[src/rtl/irig_enc_stream_arbiter.sv]
// Shares one 32-bit AXI-Stream DMA channel between buffered IRIG-B frames and encoder samples.
// Each item becomes one header-framed packet; ties are resolved round-robin at packet boundaries.
module irig_enc_stream_arbiter (
    input  logic         clk_50MHz,
    input  logic         reset,
    input  logic [163:0] s_irig_tdata,
    input  logic         s_irig_tvalid,
    output logic         s_irig_tready,
    input  logic [95:0]  s_enc_tdata,
    input  logic         s_enc_tvalid,
    output logic         s_enc_tready,
    output logic [31:0]  m_axis_tdata,
    output logic         m_axis_tvalid,
    input  logic         m_axis_tready,
    output logic         m_axis_tlast,
    output logic [15:0]  irig_drop_count
);

    typedef enum logic [1:0] {StIdle, StSendIrig, StSendEnc} state_e;

    localparam logic        GrantIrig  = 1'b0;
    localparam logic        GrantEnc   = 1'b1;
    localparam logic [31:0] IrigHeader = 32'hA100_0006;
    localparam logic [31:0] EncHeader  = 32'hE100_0003;

    state_e         r_state;
    state_e         w_state_next;
    logic [2:0]     r_idx;
    logic           r_last_grant;
    logic [163:0]   r_irig_data;
    logic           r_irig_full;
    logic [95:0]    r_enc_data;
    logic           r_enc_full;
    logic [15:0]    r_drop_cnt;
    logic           w_beat_hs;
    logic           w_pkt_done;

    assign w_beat_hs       = m_axis_tvalid & m_axis_tready;
    assign w_pkt_done      = w_beat_hs & m_axis_tlast;
    assign s_irig_tready   = ~r_irig_full;
    assign s_enc_tready    = ~r_enc_full;
    assign irig_drop_count = r_drop_cnt;

    always_ff @(posedge clk_50MHz) begin
        if (reset) begin
            r_state <= StIdle;
        end else begin
            r_state <= w_state_next;
        end
    end

    always_comb begin
        w_state_next = r_state;
        case (r_state)
            StIdle: begin
                if (r_irig_full && (!r_enc_full || r_last_grant == GrantEnc)) begin
                    w_state_next = StSendIrig;
                end else if (r_enc_full) begin
                    w_state_next = StSendEnc;
                end
            end
            StSendIrig, StSendEnc: begin
                if (w_pkt_done) begin
                    w_state_next = StIdle;
                end
            end
            default: w_state_next = StIdle;
        endcase
    end

    always_comb begin
        m_axis_tvalid = (r_state != StIdle);
        m_axis_tdata  = 32'h0;
        m_axis_tlast  = 1'b0;
        case (r_state)
            StSendIrig: begin
                case (r_idx)
                    3'd0: m_axis_tdata = IrigHeader;
                    3'd1: m_axis_tdata = r_irig_data[31:0];
                    3'd2: m_axis_tdata = r_irig_data[63:32];
                    3'd3: m_axis_tdata = r_irig_data[95:64];
                    3'd4: m_axis_tdata = r_irig_data[127:96];
                    3'd5: m_axis_tdata = r_irig_data[159:128];
                    3'd6: begin
                        m_axis_tdata = {28'h0, r_irig_data[163:160]};
                        m_axis_tlast = 1'b1;
                    end
                    default: m_axis_tdata = 32'h0;
                endcase
            end
            StSendEnc: begin
                case (r_idx)
                    3'd0: m_axis_tdata = EncHeader;
                    3'd1: m_axis_tdata = r_enc_data[31:0];
                    3'd2: m_axis_tdata = r_enc_data[63:32];
                    3'd3: begin
                        m_axis_tdata = r_enc_data[95:64];
                        m_axis_tlast = 1'b1;
                    end
                    default: m_axis_tdata = 32'h0;
                endcase
            end
            default: ;
        endcase
    end

    always_ff @(posedge clk_50MHz) begin
        if (reset) begin
            r_idx        <= 3'd0;
            r_last_grant <= GrantEnc;
        end else if (r_state == StIdle) begin
            r_idx <= 3'd0;
            if (w_state_next == StSendIrig) begin
                r_last_grant <= GrantIrig;
            end else if (w_state_next == StSendEnc) begin
                r_last_grant <= GrantEnc;
            end
        end else if (w_beat_hs) begin
            r_idx <= w_pkt_done ? 3'd0 : r_idx + 3'd1;
        end
    end

    // Capture requires an empty buffer, release requires a full one, so they never collide.
    always_ff @(posedge clk_50MHz) begin
        if (reset) begin
            r_irig_full <= 1'b0;
            r_enc_full  <= 1'b0;
            r_drop_cnt  <= 16'h0;
        end else begin
            if (s_irig_tvalid && !r_irig_full) begin
                r_irig_full <= 1'b1;
            end else if (r_state == StSendIrig && w_pkt_done) begin
                r_irig_full <= 1'b0;
            end
            if (s_irig_tvalid && r_irig_full && r_drop_cnt != 16'hFFFF) begin
                r_drop_cnt <= r_drop_cnt + 16'd1;
            end
            if (s_enc_tvalid && !r_enc_full) begin
                r_enc_full <= 1'b1;
            end else if (r_state == StSendEnc && w_pkt_done) begin
                r_enc_full <= 1'b0;
            end
        end
    end

    always_ff @(posedge clk_50MHz) begin
        if (s_irig_tvalid && !r_irig_full) begin
            r_irig_data <= s_irig_tdata;
        end
        if (s_enc_tvalid && !r_enc_full) begin
            r_enc_data <= s_enc_tdata;
        end
    end

endmodule

[config.mk]
export PLATFORM = sky130hd
export DESIGN_NAME = irig_enc_stream_arbiter
export DESIGN_NICKNAME = d
export VERILOG_FILES = /design/src/rtl/irig_enc_stream_arbiter.sv
export SDC_FILE = /design/constraint.sdc
export NUM_CORES = 1
export LEC_CHECK = 0
export BUFFER_PORTS_ARGS = -buffer_cell sky130_fd_sc_hd__buf_2
export CELL_PAD_IN_SITES_DETAIL_PLACEMENT = 1
export CELL_PAD_IN_SITES_GLOBAL_PLACEMENT = 2
export CORE_MARGIN = 10
export CORE_UTILIZATION = 35
export DETAILED_ROUTE_END_ITERATION = 7
export PLACE_DENSITY_LB_ADDON = 0.1
export SLEW_MARGIN = 20
export SYNTH_ARGS = -nofsm -noshare
export SYNTH_HDL_FRONTEND = slang
export SYNTH_SLANG_ARGS = --single-unit
[constraint.sdc]
create_clock -name clk_50MHz -period 14.7 [get_ports clk_50MHz]
set_clock_uncertainty 0.05 [all_clocks]
set_input_delay 4.41 -clock clk_50MHz [delete_from_list [all_inputs] [get_ports clk_50MHz]]
set_output_delay 4.41 -clock clk_50MHz [all_outputs]
set_load 0.01 [all_outputs]
* Yosys cells after proc, flatten, opt, wreduce, memory -nomap -nowiden
Cells that the tools add are included.
** Operators by class
- $add $sub $neg :: 2
- Equal/unequal tests :: 11
- Muxes and demuxes :: 17
- Bitwise logic cells :: 4
- Reductions and logical operators :: 19
** Operator list (number)
- one-hot mux 32 bit (7 select lines) :: 1
- one-hot mux 32 bit (4 select lines) :: 1
- one-hot mux 32 bit (2 select lines) :: 1
- adder 16 x 1 -> 16 bit, second input constant :: 1
- inequality test 16 bit, second input constant :: 1
- == test 3 bit, second input constant :: 3
- 2-to-1 mux 1 bit :: 8
- nonzero test 2 bit :: 4
- logical AND 1 bit :: 7
- == test 3 x 2 -> 1 bit, second input constant :: 2
- 2-to-1 mux 2 bit :: 3
- == test 2 x 1 -> 1 bit, second input constant :: 2
- == test 2 bit, second input constant :: 2
- one-hot mux 2 bit (2 select lines) :: 1
- OR reduction 2 bit :: 2
- adder 3 x 1 -> 3 bit, second input constant :: 1
- == test 3 x 1 -> 1 bit, second input constant :: 1
- zero test 3 bit :: 1
- 2-to-1 mux 3 bit :: 1
- bitwise AND 1 bit :: 2
- zero test 1 bit :: 2
- zero test 2 bit :: 1
- NOT 1 bit :: 2
- one-hot mux 1 bit (2 select lines) :: 1
- other kinds (2) :: 2
** Word-level totals
- Flip-flop bits (word level) :: 284
- Input bits :: 265
- Output and inout bits :: 52
- Word-level logic and storage cells :: 61

* Longest topological paths before layout
- Word-level depth :: 9
- Gate-level depth with buffers :: 12
- Mapped depth without buffers :: 10

* Worst setup path before layout
OpenSTA, ideal clock, no wires.
- Kind :: input -> register
- Start :: input port s_irig_tvalid
- End :: register r_irig_data[0] (enable)
- Library setup time :: 710 ps
- Arrival :: 11496 ps
- Data required time :: 13940 ps
- Path slack :: 2444 ps
- Stages :: 1
- Path buffers :: 0
- Cell sequence :: nor2b_1
** Between the ends
- Longest elaborated chain between the ends :: 1
** Ends and longest elaborated chain
- start: declaration :: line 7 : input logic s_irig_tvalid,
- logical AND 1 bit :: line 147 : if (s_irig_tvalid && !r_irig_full) begin
- end signal: assignment :: line 148 : r_irig_data <= s_irig_tdata;
- end: declaration :: line 30 : logic [163:0] r_irig_data;
No other way between the ends.
A chain may end at the register's enable or synchronous reset.

* Worst setup path in the final report
- Start :: register r_idx[0]
- End :: output port m_axis_tdata[0]
** Between the ends
- Longest elaborated chain between the ends :: 3
- Elaborated cells between the ends (all ways) :: 10
- Those cells by class :: 6 x eq/ne; 3 x mux; 1 x reduce/logical
** Ends and longest elaborated chain
- start: declaration :: line 28 : logic [2:0] r_idx;
- start signal: assignment :: line 119 : r_idx <= w_pkt_done ? 3'd0 : r_idx + 3'd1;
- == test 3 bit (tied with other cells) :: line 77 : case (r_idx)
- one-hot mux 32 bit (7 select lines) or one-hot mux 32 bit (4 select lines) (tied branches) :: line 77, 92
- one-hot mux 32 bit (2 select lines) (*) :: line 75 : case (r_state)
- end: declaration :: line 12 : output logic [31:0] m_axis_tdata,
Every way passes the cells marked *; elsewhere a longest branch is shown, timed or not.

==> impl_metrics.csv <==
group,metric,value,unit
yosys,avgSynthCellArea,16.41,µm²
timing,slew_headroom,30.09,%
detailed_routing,drc,0,
critical_path,rrSetupSlack,11.88,ns
timing,slew_viol_final,0,
detailed_routing,drt_iter0_markers,543,
detailed_routing,totalWireLength,35.25,mm
grt,grt_util_all_layers,17.54,%
timing,min_period,8.092,ns
grt,grt_max_degree,70,
clocking,cts.sinks,284,
clocking,clock_path_buffers,3,
yosys,syn-num-nets,935,
place,gp_congestion,0.7620,
cells_and_area,final_common_cell,"buf_2",
clocking,holdBufCountCts,0,
floorplan,core-area,30510,µm²
clocking,clkTransAtPathRegs,0.05,ns
cells_and_area,most-common-layout-cells,"buf_2, edfxtp_1, a222oi_1",
floorplan,start_util,35.45,%
cells_and_area,syn_to_final_growth,28.69,%
run_status,status,"completed",
cells_and_area,final_util,45.62,%
detailed_routing,wire_per_inst,24.96,µm
floorplan,die_w,195.8,µm
critical_path,startpoint_type,"flip-flop",
timing,period_share,55.05,%
cells_and_area,instances_no_fill,1412,
place,numPortBuffers,316,
floorplan,die-area,38330,µm²
clocking,clk_latency,0.50,ns
place,placed_cell_area,12840,µm²
timing,rsz0062_at_grt,"false",
power_and_ir_drop,leakage,5.194,nW
flow_run,cap_violations,0,
clocking,htreeDepth,2,
yosys,synth-seq-cells,284,
critical_path,worst-path-max-fanout,43,
clocking,cts_resized,0,
power_and_ir_drop,pwr_density_cell,136.1,nW/µm²
grt,grt_pass1_wl,51.37,mm
floorplan,rows,64,
yosys,ys.warnings.count,0,
yosys,netlist_area,10820,µm²
critical_path,crit_path_end_kind,"primary output",
cells_and_area,final_area,13920,µm²
timing,setup_violations,0,
detailed_routing,vias,7483,
place,dp_hpwl,24.30,mm
cells_and_area,final_nets,1251,
timing,worst_pin_slew,1.049,ns
critical_path,critPathArrivalTime,3.63,ns
clocking,postCtsSetupRepairBufs,0,
yosys,yosysSeqAreaShare,76.63,%
timing,fmax,123.6,MHz
floorplan,die_height,195.8,µm
timing,hold_slack,0.4541,ns
timing,tns,0,ns
worst_hold_path,worstHoldPathType,"reg -> reg",
cells_and_area,fill_cells,3166,
yosys,synth_edf_count,260,
grt,grt_antenna_before_repair,22,
clocking,cts_tree,"done",
grt,grt-ovfl-total,0,
critical_path,crit_required,10.24,ns
clocking,root_buffer,"clkbuf_16",
timing,hold_viol_final,0,
detailed_routing,drtPass1Iterations,5,
detailed_routing,postRouteAntennaNets,0,
critical_path,worstSetupPathType,"reg -> out",
yosys,synth_cell_types,52,
power_and_ir_drop,ir_worst_vdd,0.08755,mV
grt,grt_pass1_vias,8146,
cells_and_area,layout-drive-gt1-share,39.16,%
yosys,syn_inst,659,
place,placed_cells,1335,
yosys,async_flop_share,0,%
yosys,ys.flop_type,"edfxtp_1",
floorplan,ios,317,
detailed_routing,viasPerCell,5.300,
clocking,cts_buffers,34,
==> final cells by class <==
cell class                      instances  area (µm²)  share of cell area, %
Sequential cell                       284        8288                  59.55
Clock inverter                         21       140.1                  1.007
Inverter                               11       41.29                 0.2967
Tap cell                              396       495.5                  3.560
Clock buffer                           41       898.4                  6.455
Multi-Input combinational cell        315        2338                  16.80
Antenna cell                           15       37.54                 0.2697
Timing Repair Buffer                  329        1679                  12.06
==> synthesized netlist by cell type, types with 4 or more instances <==
| library cell | count | share of area (%) |
|---|---|---|
| nand3_1 | 7 | 0.32 |
| buf_2 | 5 | 0.23 |
| nor2_1 | 18 | 0.62 |
| or3_1 | 5 | 0.29 |
| o22ai_1 | 33 | 1.9 |
| ha_1 | 11 | 1.3 |
| nand4_1 | 5 | 0.29 |
| o31ai_1 | 5 | 0.35 |
| a22oi_1 | 29 | 2.0 |
| o21a_1 | 25 | 1.7 |
| nor3_1 | 7 | 0.32 |
| a221oi_1 | 13 | 1.1 |
| mux2_2 | 5 | 0.52 |
| nand2b_1 | 7 | 0.40 |
| dfxtp_1 | 24 | 4.4 |
| nand2_1 | 12 | 0.42 |
| edfxtp_1 | 260 | 72 |
| nor2b_1 | 7 | 0.40 |
| a21oi_1 | 29 | 1.3 |
| inv_1 | 10 | 0.35 |
| a222oi_1 | 51 | 4.7 |
| o211ai_1 | 4 | 0.28 |
| o21ai_0 | 8 | 0.37 |
| clkbuf_1 | 42 | 1.5 |
| or4_1 | 4 | 0.28 |
==> metal layers <==
layer  track usage, %  part of all wire [%]
met2            30.56                    51
met4            5.260                   2.1
met3            6.957                   8.7
met1            19.24                    38
met5                0                  0.38
==> critical path: stages, from the launching register on <==
cell and delay (ns):
dfxtp_1 0.34, inv_1 0.12, ha_2 0.89, nor3_1 0.18
nand2b_1 0.14, nand3_2 0.77, o22ai_1 0.47, buf_2 0.19
==> state kept, by name, summed over array words and instances, names as in the netlist <==
signal	flops
irig_drop_count	16
r_irig_full	1
r_last_grant	1
r_state	2
r_idx	3
r_enc_data	96
r_enc_full	1
r_irig_data	164
==> power breakdown <==
part / switching (mW) / internal, mW / leakage, nW
Sequential: 0.0148 / 0.935 / 2.67
Combinational: 0.0993 / 0.0646 / 2.01
Clock: 0.325 / 0.455 / 0.513
==> worst paths after layout <==
check / from / to / cells past startpoint
setup reg to reg: r_idx[0] / r_last_grant / 10
hold / removal: irig_drop_count[11] / irig_drop_count[11] / 2
hold reg to reg: irig_drop_count[11] / irig_drop_count[11] / 2
setup / recovery: r_idx[0] / m_axis_tdata[0] / 7
==> kinds of logic after synthesis <==
| group | count (synthesis) | synth area share (%) |
|---|---|---|
| flip-flops | 284 | 76.63 |
| AO/OA/AOI/OAI | 214 | 15.07 |
| AND/OR/NAND/NOR | 83 | 4.188 |
| buffers and inverters | 60 | 2.140 |
| adder cells (fa/ha/maj) | 11 | 1.273 |
| multiplexers | 6 | 0.6131 |
| XOR/XNOR | 1 | 0.08100 |
==> per-stage QoR <==
step                      setup slack (ns)  power [mW]
after floorplan                      2.444       1.055
after global placement               7.198       1.130
after CTS                            6.454       1.923
final                                6.608       1.894
after detailed placement             7.068       1.134
after global routing                 6.294       1.974
No activity file was read; power rests on OpenSTA's default activity.
